**config.mk**
```make
export PLATFORM = sky130hd
export DESIGN_NAME = jtframe_rom_arb_flat
export DESIGN_NICKNAME = d
export VERILOG_FILES = /design/src/rtl/jtframe_rom_arb_if.sv /design/src/rtl/jtframe_rom_arb.sv /design/src/flat_wrapper.sv
export SDC_FILE = /design/constraint.sdc
export NUM_CORES = 1
export LEC_CHECK = 0
export CAP_MARGIN = 20
export CORE_AREA = 2 2 181 183
export DETAILED_ROUTE_END_ITERATION = 6
export DIE_AREA = 0 0 183 185
export GPL_TIMING_DRIVEN = 0
export HOLD_SLACK_MARGIN = 0.05
export PLACE_DENSITY = 0.65
export REMOVE_ABC_BUFFERS = 1
export SLEW_MARGIN = 10
export SYNTH_ARGS = -nofsm -noshare
export SYNTH_HDL_FRONTEND = slang
export SYNTH_SLANG_ARGS = --single-unit
```
**constraint.sdc**
```tcl
create_clock -name clk_rom -period 8.6 [get_ports clk_rom]
set_input_delay 1.29 -clock clk_rom [delete_from_list [all_inputs] [get_ports clk_rom]]
set_output_delay 1.29 -clock clk_rom [all_outputs]
set_load 0.1 [all_outputs]
```
**src/rtl/jtframe_rom_arb_if.sv**
```systemverilog
// Bus bundle between the ROM slots, the arbiter and the SDRAM ROM port.
// The master modport is the arbiter side.
interface jtframe_rom_arb_if #(
  parameter int unsigned SLOTS = 4,
  parameter int unsigned AW    = 22,
  parameter int unsigned DW    = 32
);
  logic [SLOTS-1:0]    slot_cs;
  logic [SLOTS*AW-1:0] slot_addr;
  logic [SLOTS-1:0]    slot_ok;
  logic [SLOTS*DW-1:0] slot_dout;
  logic                sdram_req;
  logic [AW-1:0]       sdram_addr;
  logic                sdram_ack;
  logic [DW-1:0]       data_read;
  logic                data_rdy;

  modport master (
    input  slot_cs, slot_addr, sdram_ack, data_read, data_rdy,
    output slot_ok, slot_dout, sdram_req, sdram_addr
  );

  modport slave (
    output slot_cs, slot_addr, sdram_ack, data_read, data_rdy,
    input  slot_ok, slot_dout, sdram_req, sdram_addr
  );
endinterface

```
**src/rtl/jtframe_rom_arb.sv**
```systemverilog
// ROM request arbiter: N cached read slots sharing one SDRAM ROM port.
// Round-robin or fixed-priority selection; caches invalidated while downloading.
module jtframe_rom_arb #(
  parameter int unsigned SLOTS = 4,
  parameter int unsigned AW    = 22,
  parameter int unsigned DW    = 32,
  parameter int unsigned PRIO  = 0
) (
  input  logic               clk_rom,
  input  logic               rst,
  input  logic               downloading,
  jtframe_rom_arb_if.master  bus
);
  localparam int unsigned IW = (SLOTS > 1) ? $clog2(SLOTS) : 1;

  localparam logic [1:0] ST_IDLE = 2'd0;
  localparam logic [1:0] ST_REQ  = 2'd1;
  localparam logic [1:0] ST_WAIT = 2'd2;

  logic [1:0]          state_q,   state_d;
  logic                req_q,     req_d;
  logic [AW-1:0]       addr_q,    addr_d;
  logic [SLOTS-1:0]    ok_q,      ok_d;
  logic [SLOTS*DW-1:0] dout_q,    dout_d;
  logic [SLOTS-1:0]    valid_q,   valid_d;
  logic [SLOTS*AW-1:0] caddr_q,   caddr_d;
  logic [IW-1:0]       rr_q,      rr_d;
  logic [IW-1:0]       win_q,     win_d;
  logic                dl_seen_q, dl_seen_d;

  logic [SLOTS-1:0]    hit, miss;
  logic                found;
  logic [IW-1:0]       sel;

  assign bus.sdram_req  = req_q;
  assign bus.sdram_addr = addr_q;
  assign bus.slot_ok    = ok_q;
  assign bus.slot_dout  = dout_q;

  // Cache lookup per slot
  always_comb begin
    hit = '0;
    for (int unsigned i = 0; i < SLOTS; i++) begin
      hit[i] = bus.slot_cs[i] & valid_q[i] &
               (caddr_q[i*AW +: AW] == bus.slot_addr[i*AW +: AW]);
    end
    miss = bus.slot_cs & ~hit & {SLOTS{~downloading}};
  end

  // Winner search: from slot 0 (fixed) or from rr pointer with wrap
  always_comb begin
    found = 1'b0;
    sel   = '0;
    for (int unsigned k = 0; k < SLOTS; k++) begin
      int unsigned j;
      j = (PRIO != 0) ? k : ((32'(rr_q) + k) % SLOTS);
      if (!found && miss[IW'(j)]) begin
        found = 1'b1;
        sel   = IW'(j);
      end
    end
  end

  always_comb begin
    state_d   = state_q;
    req_d     = req_q;
    addr_d    = addr_q;
    ok_d      = hit;
    dout_d    = dout_q;
    valid_d   = valid_q;
    caddr_d   = caddr_q;
    rr_d      = rr_q;
    win_d     = win_q;
    dl_seen_d = dl_seen_q;
    if (downloading) valid_d = '0;
    case (state_q)
      ST_IDLE: begin
        dl_seen_d = 1'b0;
        if (found) begin
          win_d   = sel;
          addr_d  = bus.slot_addr[32'(sel)*AW +: AW];
          req_d   = 1'b1;
          state_d = ST_REQ;
        end
      end
      ST_REQ: begin
        if (downloading) dl_seen_d = 1'b1;
        if (bus.sdram_ack) begin
          req_d   = 1'b0;
          state_d = ST_WAIT;
        end
      end
      ST_WAIT: begin
        if (downloading) dl_seen_d = 1'b1;
        if (bus.data_rdy) begin
          // Data is filed under the address that was actually requested
          caddr_d[32'(win_q)*AW +: AW] = addr_q;
          dout_d[32'(win_q)*DW +: DW]  = bus.data_read;
          valid_d[win_q]               = ~(dl_seen_q | downloading);
          rr_d      = (win_q == IW'(SLOTS-1)) ? '0 : win_q + IW'(1);
          dl_seen_d = 1'b0;
          state_d   = ST_IDLE;
        end
      end
      default: state_d = ST_IDLE;
    endcase
  end

  always_ff @(posedge clk_rom) begin
    if (rst) begin
      state_q   <= ST_IDLE;
      req_q     <= 1'b0;
      addr_q    <= '0;
      ok_q      <= '0;
      dout_q    <= '0;
      valid_q   <= '0;
      caddr_q   <= '0;
      rr_q      <= '0;
      win_q     <= '0;
      dl_seen_q <= 1'b0;
    end else begin
      state_q   <= state_d;
      req_q     <= req_d;
      addr_q    <= addr_d;
      ok_q      <= ok_d;
      dout_q    <= dout_d;
      valid_q   <= valid_d;
      caddr_q   <= caddr_d;
      rr_q      <= rr_d;
      win_q     <= win_d;
      dl_seen_q <= dl_seen_d;
    end
  end
endmodule

```
**src/flat_wrapper.sv**
```systemverilog
// flat-port wrapper written by rule: the top's interface ports become plain ports
module jtframe_rom_arb_flat 
#(
  parameter int unsigned SLOTS = 4,
  parameter int unsigned AW    = 22,
  parameter int unsigned DW    = 32,
  parameter int unsigned PRIO  = 0
)
  (clk_rom, rst, downloading, bus_slot_cs, bus_slot_addr, bus_sdram_ack, bus_data_read, bus_data_rdy, bus_slot_ok, bus_slot_dout, bus_sdram_req, bus_sdram_addr);
  jtframe_rom_arb_if #(.SLOTS(SLOTS), .AW(AW), .DW(DW)) bus_i ();
  input  logic clk_rom;
  input  logic rst;
  input  logic downloading;
  input wire logic [$bits(bus_i.slot_cs)-1:0] bus_slot_cs;
  input wire logic [$bits(bus_i.slot_addr)-1:0] bus_slot_addr;
  input wire logic [$bits(bus_i.sdram_ack)-1:0] bus_sdram_ack;
  input wire logic [$bits(bus_i.data_read)-1:0] bus_data_read;
  input wire logic [$bits(bus_i.data_rdy)-1:0] bus_data_rdy;
  output wire logic [$bits(bus_i.slot_ok)-1:0] bus_slot_ok;
  output wire logic [$bits(bus_i.slot_dout)-1:0] bus_slot_dout;
  output wire logic [$bits(bus_i.sdram_req)-1:0] bus_sdram_req;
  output wire logic [$bits(bus_i.sdram_addr)-1:0] bus_sdram_addr;
  assign bus_i.slot_cs = bus_slot_cs;
  assign bus_i.slot_addr = bus_slot_addr;
  assign bus_i.sdram_ack = bus_sdram_ack;
  assign bus_i.data_read = bus_data_read;
  assign bus_i.data_rdy = bus_data_rdy;
  assign bus_slot_ok = bus_i.slot_ok;
  assign bus_slot_dout = bus_i.slot_dout;
  assign bus_sdram_req = bus_i.sdram_req;
  assign bus_sdram_addr = bus_i.sdram_addr;
  jtframe_rom_arb #(.SLOTS(SLOTS), .AW(AW), .DW(DW), .PRIO(PRIO)) u_core (.clk_rom(clk_rom), .rst(rst), .downloading(downloading), .bus(bus_i));
endmodule
```
==> results_dict.tcl, run 1 <==
set metrics [dict create \
    layout-area-overhead-vs-synth_pct 32.9 \
    finalNetCount 1823 \
    yosys-top-cells-count "dfxtp_1 (254), nor2_1 (156), nand2_1 (150)" \
    global_route.usage.total_pct 28.5 \
    via_count 12500 \
    postSynth.asyncResetShare_pct 0 \
    maximum_number_of_pins_on_one_net_before_global_route_repair 139 \
    timing_worst_setup_path_type "input port to register" \
    ir_drop_uv 171 \
    timing.final.setup_violations 0 \
    critical_path.slowest_cell "nor4_1" \
    hpwl_after_dpl_um 35000 \
    synth.area.top_cells "dfxtp_1 (40%), a21oi_1 (5.5%), a22oi_1 (5.0%)" \
    replace_congestion 0.891 \
    p_leak_uw 0.00567 \
    finalSetupTns_ns 0 \
    grt_antenna_before_repair 2 \
    ff2ff_path_depth 8 \
    cts.clk_slew.worst_paths_ns 0.06 \
    viasPerCell 5.93 \
    clkLatencyLatePin_ns 0.56 \
    yosys_most_used_dff "dfxtp_1" \
    cp.buffers_inverters 2 \
    r2r_setup_slack_ns 4.18 \
    cts_htree_levels 1 \
    worst_hold_path.endpoint "u_core.bus.slot_dout[49]" \
    routed_wl_um 50000 \
    synth_top_area_share_pct 40.2 \
    synthesis.area_per_instance_um2 8.56 \
    postSynthCellCount 1478 \
    final_cell_count_no_fill 2110 \
    clock_sink_count 254 \
    chipWidth_um 183 \
    cp_data_required_time_ns 9.02 \
    ant_nets 0 \
    post-place-cells 2059 \
    std_cell_rows 66 \
    holdBufCountCts 0 \
    initial_core_util_pct 39.5 \
    yosys_register_bits 254 \
    max_freq_mhz 218 \
    die-height_um 185 \
    largest_stage_delay_on_the_critical_path_ns 0.80 \
    period_needed_ns 4.59 \
    drive_above_1_share_pct 7.70 \
    synthMostInstantiatedCell "dfxtp_1" \
    finalHoldViolCount 0 \
    boundaryPins 284 \
    netlist_area_um2 12600 \
    critical_path.reg2reg.endpoint "u_core.caddr_q[73]" \
    die-area_um2 33900 \
    maxCapViolCount 0 \
    ys_seq_area_share_pct 40.2 \
    max_slew_vio_count 0 \
    cp_data_arrival_time_ns 5.01 \
    finish.utilization_pct 52.4 \
    result_of_the_run "finished, violations left" \
    post-route-drc-count 1 \
    grt_overflow_total 0 \
    timing.critical_path.max_delay_family "compound AO/OA/AOI/OAI gates" \
    drt_iter0_markers 1507 \
    hp-start "u_core.bus.slot_dout[49]" \
    numPortBuffers 283 \
    drtPass1Iterations 7 \
    hold_class "register to register" \
    rsz_0062_raised_after_global_routing "no" \
    placeableCoreArea_um2 32000 \
    avgRoutedWirePerCell_um 23.7 \
    crit_path_cell_trace "clkdlybuf4s50_1 > xnor2_1 > nand3_1 > nor4_1 > a311oi_1 > a21oi_1 > o22a_4 > buf_12 > mux2i_1 > o221ai_2" \
    post_cts_resize_count 0 \
    ctsLongestPathBuffers 3 \
    max_slew_margin_pct 26.8 \
    cts_tree "done" \
    holdPathStages 2 \
    tritoncts.num_buffers 29 \
    skew_ns 0.0138 \
    cellPowerDensity_nw_per_um2 215 \
    hold_slack_ns 0.448 \
    most_area_hungry_cell_type_in_the_yosys_netlist "dfxtp_1" \
    violations "design-rule violations" \
    synth_enable_flop_cells 0 \
    cts.repair_timing.setup_buffer_count 0 \
    grt_pass1_wl_um 73900 \
    grt_pass1_vias 11800 \
    startpoint_type "input port" \
    synth_warnings 0 \
    timing.critical_path.to_type "register" \
    buffer_cell_driving_the_clock_tree_root "clkbuf_16" \
    max_slew.worst_pin.slew_ns 1.09 \
    final_min_period_over_clock_period_pct 53.4 \
    synth.distinct_cells 62 \
    critical_path.reg2reg.startpoint "u_core.win_q[0]" \
    path_max_fanout 25 \
]
final cells by class:
class / instances / area [um2]
inverter: 15 / 56.3
timing repair buffer: 300 / 3150
multi-input combinational: 1082 / 7050
clock inverter: 7 / 91.3
antenna: 1 / 2.50
sequential: 254 / 5090
fill: 2915 / 15200
clock buffer: 43 / 858
tap: 408 / 510
metal layers:
metal	wire [um]	global-route usage, %
met2	22600	45.3
met5	13	0
met1	20100	37.1
met3	5840	8.73
met4	1520	8.67
power breakdown:
part	total [uW]	internal, uW	switching, uW
Sequential	1310	1230	80.3
Combinational	1060	334	721
Clock	1250	743	503
Total	3610	2300	1300
logic make-up (layout without fill, tap and decap cells):
| family | count (synthesis) | count (layout) | share of synthesized area [%] |
|---|---|---|---|
| AOI/OAI and AO/OA | 326 | 326 | 18.4 |
| xor gates and xnor gates | 89 | 89 | 6.16 |
| adders and majority gates | 12 | 12 | 1.19 |
| buffers and inverters | 142 | 365 | 4.87 |
| DFF | 254 | 254 | 40.2 |
| muxes | 71 | 71 | 7.32 |
| other | 0 | 1 | 0 |
| and+or+nand+nor | 584 | 584 | 21.8 |
state kept, by name (all words and copies together) (netlist names):
signal / count
u_core.bus.slot_dout: 128
u_core.caddr_q: 88
u_core.bus.sdram_addr: 22
u_core.bus.slot_ok: 4
u_core.valid_q: 4
u_core.rr_q: 2
u_core.state_q: 2
u_core.win_q: 2
u_core.bus.sdram_req: 1
u_core.dl_seen_q: 1
cells in the final DEF (no fill, tap or decap), types with 39 or more instances in the layout:
master,count
nor3_1,39
clkdlybuf4s50_1,282
dfxtp_1,253
a22oi_1,84
mux2i_1,52
nor2_1,155
a21oi_1,140
xnor2_1,47
xor2_1,42
nand3_1,106
nand2_1,146
how the worst max path moves through the flow:
stage / end / depth (start not counted) / start
3_5_place_dp: u_core.bus.sdram_addr[1] / 10 / bus_slot_addr[27]
3_3_place_gp: u_core.bus.sdram_addr[21] / 4 / rst
5_1_grt: u_core.bus.sdram_addr[13] / 10 / bus_slot_addr[30]
2_1_floorplan: u_core.caddr_q[21] / 10 / u_core.win_q[0]
4_1_cts: u_core.bus.sdram_addr[1] / 10 / bus_slot_addr[30]
6_report: u_core.bus.sdram_addr[1] / 10 / bus_slot_addr[30]
tightest hold or removal path, delay by kind of cell, from the launching register on:
kind | cells | cell delay [ns]
DFF | 1 | 0.30
and+or+nand+nor | 1 | 0.05
AOI/OAI and AO/OA | 1 | 0.05
stage by stage:
stage / setup slack [ns] / total power (uW) / cell area [um2]
final: 4.01 / 3610 / 16800
after global routing: 3.90 / 3720 / 16800
after CTS: 4.05 / 3610 / 16800
after detailed placement: 3.48 / 2360 / 15900
after global placement: -0.946 / 2320 / 15400
after floorplan: 3.57 / 1950 / 12100
No activity file was read; power rests on OpenSTA's default activity.
==> run 2, diff against run 1 <==
==> constraint.sdc (replaced) <==
create_clock -name clk_rom -period 4.6 [get_ports clk_rom]
set_input_delay 0.69 -clock clk_rom [delete_from_list [all_inputs] [get_ports clk_rom]]
set_output_delay 0.69 -clock clk_rom [all_outputs]
set_load 0.1 [all_outputs]
==> results_dict.tcl, run 2 (synthesis results as in run 1) <==
set metrics [dict create \
    result_of_the_run "finished clean" \
    timing_worst_setup_path_type "register to register" \
    ir_drop_uv 320 \
    die-area_um2 33900 \
    ff2ff_path_depth 10 \
    drive_above_1_share_pct 7.70 \
    largest_register_ff_count 128 \
    cp_data_arrival_time_ns 4.56 \
    grt_antenna_before_repair 2 \
    timing.critical_path.to_type "register" \
    via_count 12600 \
    worst_hold_path.endpoint "u_core.bus.slot_dout[49]" \
    period_needed_ns 4.08 \
    tritoncts.num_buffers 29 \
    finalNetCount 1823 \
    avgRoutedWirePerCell_um 23.7 \
    grt_pass1_vias 11800 \
    maxCapViolCount 0 \
    clock_sink_count 254 \
    r2r_setup_slack_ns 0.52 \
    most_common_library_cell_in_the_layout_ignoring_fill_and_taps "clkdlybuf4s50_1" \
    hpwl_after_dpl_um 35000 \
    holdPathStages 2 \
    critical_path.reg2reg.startpoint "u_core.win_q[0]" \
    num-fill-cells 2914 \
    timing.final.setup_violations 0 \
    cellPowerDensity_nw_per_um2 401 \
    cp_data_required_time_ns 5.08 \
    post-route-drc-count 0 \
    layout-area-overhead-vs-synth_pct 32.9 \
    die-height_um 185 \
    ctsLongestPathBuffers 3 \
    path_max_fanout 34 \
    maximum_number_of_pins_on_one_net_before_global_route_repair 139 \
    replace_congestion 0.891 \
    max_slew.worst_pin.slew_ns 1.08 \
    placeableCoreArea_um2 32000 \
    ant_nets 0 \
    clkLatencyLatePin_ns 0.56 \
    max_freq_mhz 245 \
    hp-start "u_core.bus.slot_dout[49]" \
    critical_path.reg2reg.endpoint "u_core.caddr_q[29]" \
    drtPass1Iterations 7 \
    layout.cells.most_common_list "clkdlybuf4s50_1 (282), dfxtp_1 (253), nor2_1 (155), nand2_1 (146), a21oi_1 (140)" \
    final_min_period_over_clock_period_pct 88.7 \
    finish.instance_area_um2 16800 \
    finalHoldViolCount 0 \
    drt_iter0_markers 1509 \
    startpoint_type "register" \
    holdBufCountCts 0 \
    skew_ns 0.0154 \
    viasPerCell 5.95 \
    cts_htree_levels 1 \
    grt_overflow_total 0 \
    hold_slack_ns 0.448 \
    initial_core_util_pct 39.5 \
    hold_class "register to register" \
    cts.clk_slew.worst_paths_ns 0.06 \
    global_route.usage.total_pct 28.5 \
    buffer_cell_driving_the_clock_tree_root "clkbuf_16" \
    numPortBuffers 283 \
    max_slew_margin_pct 28.0 \
    p_leak_uw 0.00567 \
    rsz_0062_raised_after_global_routing "no" \
    cts_tree "done" \
    finish.utilization_pct 52.5 \
    boundaryPins 284 \
    std_cell_rows 66 \
    dpl_cell_area_um2 15900 \
    grt_pass1_wl_um 73900 \
    chipWidth_um 183 \
    max_slew_vio_count 0 \
    routed_wl_um 50000 \
]
-- run 2: cell type report --
cell class	instances	area, um2	area share (%)
Clock buffer	43	858	5.11
Antenna cell	1	2.50	0.0149
Multi-Input combinational cell	1082	7050	41.9
Timing Repair Buffer	300	3150	18.8
Clock inverter	7	91.3	0.543
Inverter	15	56.3	0.335
Tap cell	408	510	3.04
Sequential cell	254	5090	30.3
-- run 2: per-layer routing --
layer  up-vias  GRT usage [%]  wire length (um)
li1       5711              -                 -
met5         -              0                13
met2       785           45.3             22700
met3        90           8.73              6080
met4         2           8.67              1510
met1      5973           37.1             19700
-- run 2: power breakdown --
group	internal, uW	switching, uW
sequential	2290	151
clock	1390	939
combinational	624	1350
total	4300	2440
-- run 2: how the worst max path moves through the flow --
stage / from / endpoint / slack, ns / cells after the start
after floorplan: u_core.win_q[0] / u_core.caddr_q[21] / -0.43 / 10
after global placement: rst / u_core.bus.sdram_addr[21] / -4.35 / 4
after detailed placement: bus_slot_addr[27] / u_core.bus.sdram_addr[1] / 0.08 / 10
after CTS: u_core.win_q[0] / u_core.caddr_q[29] / 0.37 / 10
after global routing: u_core.win_q[0] / u_core.caddr_q[61] / 0.36 / 10
final: u_core.win_q[0] / u_core.caddr_q[29] / 0.52 / 10
-- run 2: per-stage QoR --
stage	instances	power (uW)	setup slack, ns	TNS, ns
after floorplan	1351	3650	-0.435	-8.48
after global placement	2042	4340	-4.35	-935.27
after detailed placement	2059	4420	0.0788	0
after CTS	2109	6740	0.374	0
after global routing	2109	6960	0.361	0
final	2110	6740	0.520	0
-- run 2: critical path: stages (launching register included) --
cell and delay [ns]:
dfxtp_4 0.65, inv_1 0.39, ha_2 0.56, buf_12 0.25, nor2b_4 0.54, a22oi_1 0.13, nor2_1 0.46, mux2i_1 0.16
a211oi_1 0.57, a22oi_1 0.14, nor2_1 0.13
-- run 2: what timing repair did --
| action | CTS | global route |
|---|---|---|
| setup buffers | 0 | 0 |
| endpoints found under the setup margin | 0 | 1 |
| resized for setup | 0 | 1 |
==> run 3, diff against run 2 <==
--- a/config.mk
+++ b/config.mk
@@ -12,6 +12,7 @@
 export GPL_TIMING_DRIVEN = 0
 export HOLD_SLACK_MARGIN = 0.05
 export PLACE_DENSITY = 0.65
+export RECOVER_POWER = 50
 export REMOVE_ABC_BUFFERS = 1
 export SLEW_MARGIN = 10
 export SYNTH_ARGS = -nofsm -noshare
==> constraint.sdc (replaced) <==
create_clock -name clk_rom -period 4 [get_ports clk_rom]
set_input_delay 0.6 -clock clk_rom [delete_from_list [all_inputs] [get_ports clk_rom]]
set_output_delay 0.6 -clock clk_rom [all_outputs]
set_load 0.1 [all_outputs]
==> results_dict.tcl, run 3 (synthesis results as in run 1) <==
set metrics [dict create \
    routed_wl_um 50000 \
    period_needed_ns 3.98 \
    cp_data_arrival_time_ns 4.46 \
    die-area_um2 33900 \
    drtPass1Iterations 5 \
    max_slew_vio_count 0 \
    ant_nets 0 \
    rsz_0062_raised_after_global_routing "yes" \
    layout-area-overhead-vs-synth_pct 33.4 \
    timing.critical_path.to_type "register" \
    startpoint_type "register" \
    drive_above_1_share_pct 8.10 \
    hold_class "register to register" \
    max_slew_margin_pct 28.0 \
    tritoncts.num_buffers 29 \
    clock_sink_count 254 \
    ir_drop_uv 367 \
    p_leak_uw 0.00569 \
    post-route-drc-count 0 \
    num-fill-cells 2910 \
    finish.utilization_pct 52.6 \
    largest_register_ff_count 128 \
    std_cell_rows 66 \
    timing_worst_setup_path_type "register to register" \
    max_freq_mhz 251 \
    grt_antenna_before_repair 2 \
    global_route.usage.total_pct 28.5 \
    via_count 12500 \
    avgRoutedWirePerCell_um 23.7 \
    numPortBuffers 283 \
    drt_iter0_markers 1356 \
    cellPowerDensity_nw_per_um2 460 \
    layout.cells.most_common_list "clkdlybuf4s50_1 (280), dfxtp_1 (253), nor2_1 (154), nand2_1 (146), a21oi_1 (140)" \
    cp_data_required_time_ns 4.48 \
    viasPerCell 5.94 \
    grt_overflow_total 0 \
    crit_path_cell_trace "inv_1 > ha_4 > inv_1 > nand2_1 > nor2_1 > o211ai_1 > a21oi_1" \
    max_slew.worst_pin.slew_ns 1.08 \
    hpwl_after_dpl_um 35000 \
    cts_tree "done" \
    final_min_period_over_clock_period_pct 99.6 \
    result_of_the_run "finished clean" \
    path_max_fanout 34 \
    chipWidth_um 183 \
    finalNetCount 1826 \
    replace_congestion 0.891 \
    most_common_library_cell_in_the_layout_ignoring_fill_and_taps "clkdlybuf4s50_1" \
    finalSetupTns_ns 0 \
    cts_htree_levels 1 \
    placeableCoreArea_um2 32000 \
    cts.clk_slew.worst_paths_ns 0.06 \
    initial_core_util_pct 39.5 \
    seq_area_um2 5090 \
    clkLatencyLatePin_ns 0.56 \
    maximum_number_of_pins_on_one_net_before_global_route_repair 139 \
    boundaryPins 284 \
    grt_pass1_vias 11800 \
    finalHoldViolCount 0 \
    ctsLongestPathBuffers 3 \
    die-height_um 185 \
    critical_path.slowest_cell "nor2_1" \
    skew_ns 0.0161 \
    timing.final.setup_violations 0 \
    crit_path_frequent_cell "inv_1" \
    buffer_cell_driving_the_clock_tree_root "clkbuf_16" \
    largest_stage_delay_on_the_critical_path_ns 0.84 \
    maxCapViolCount 0 \
    multi_input_comb_area_um2 7080 \
    grt_pass1_wl_um 73900 \
]
## run 3: cell count changes in the layout (fill, tap and decap cells not counted), sizes merged
cell           change
buf                +3
clkdlybuf4s50      -2
dlygate4sd3        +2
clkinvlp           +1
inv                -1
## run 3: repair_timing
item | CTS | global route
setup endpoints to repair | 72 | 38
buffers inserted | 0 | 3
hold buffers | 0 | 0
resized for setup | 1 | 6
## run 3: layout make-up
class	count	area share, %
repair buffers	303	18.8
clock inverters	7	0.542
flip-flops and latches	254	30.2
diodes	1	0.0148
multi-input cells	1082	42.0
clock buffers	43	5.09
inverters	15	0.356
well taps	408	3.03
## run 3: worst paths after layout
kind / from / endpoint / slack [ns] / cells past startpoint
worst min register to register: u_core.bus.slot_dout[49] / u_core.bus.slot_dout[49] / 0.45 / 2
worst max-delay path: u_core.win_q[0] / u_core.caddr_q[57] / 0.02 / 7
worst min-delay path: u_core.bus.slot_dout[49] / u_core.bus.slot_dout[49] / 0.45 / 2
worst max register to register: u_core.win_q[0] / u_core.caddr_q[57] / 0.02 / 7
## run 3: metal layers
metal	up-vias	part of all wire [%]	global-route usage, %
li1	5724	-	-
met1	6009	40	37.1
met2	717	45	45.3
met3	94	12	8.73
met4	2	3.2	8.67
met5	-	0.026	0
## run 3: report_power, final
group / internal, uW / switching, uW
Sequential: 2640 / 171
Clock: 1600 / 1080
Combinational: 728 / 1560
## run 3: worst max-delay path: cells and delay by family (launching register included)
family,cells,cell delay (ns)
flip-flops,1,0.64
AND/OR/NAND/NOR,2,1.36
buffers and inverters,2,0.99
AO/OA/AOI/OAI,2,0.44
adder cells (fa/ha/maj),1,0.42
## run 3: through the flow
step                      setup slack (ns)  hold WS, ns  total power [uW]  area (um2)  instances
final                               0.0151        0.449              7770       16900       2113
after global routing              -0.00595        0.463              8020       16900       2112
after CTS                            0.114        0.450              7760       16800       2109
after detailed placement            -0.431        0.443              5080       15900       2059
after global placement               -4.86        0.437              4990       15400       2042
after floorplan                      -1.03        0.438              4200       12100       1351
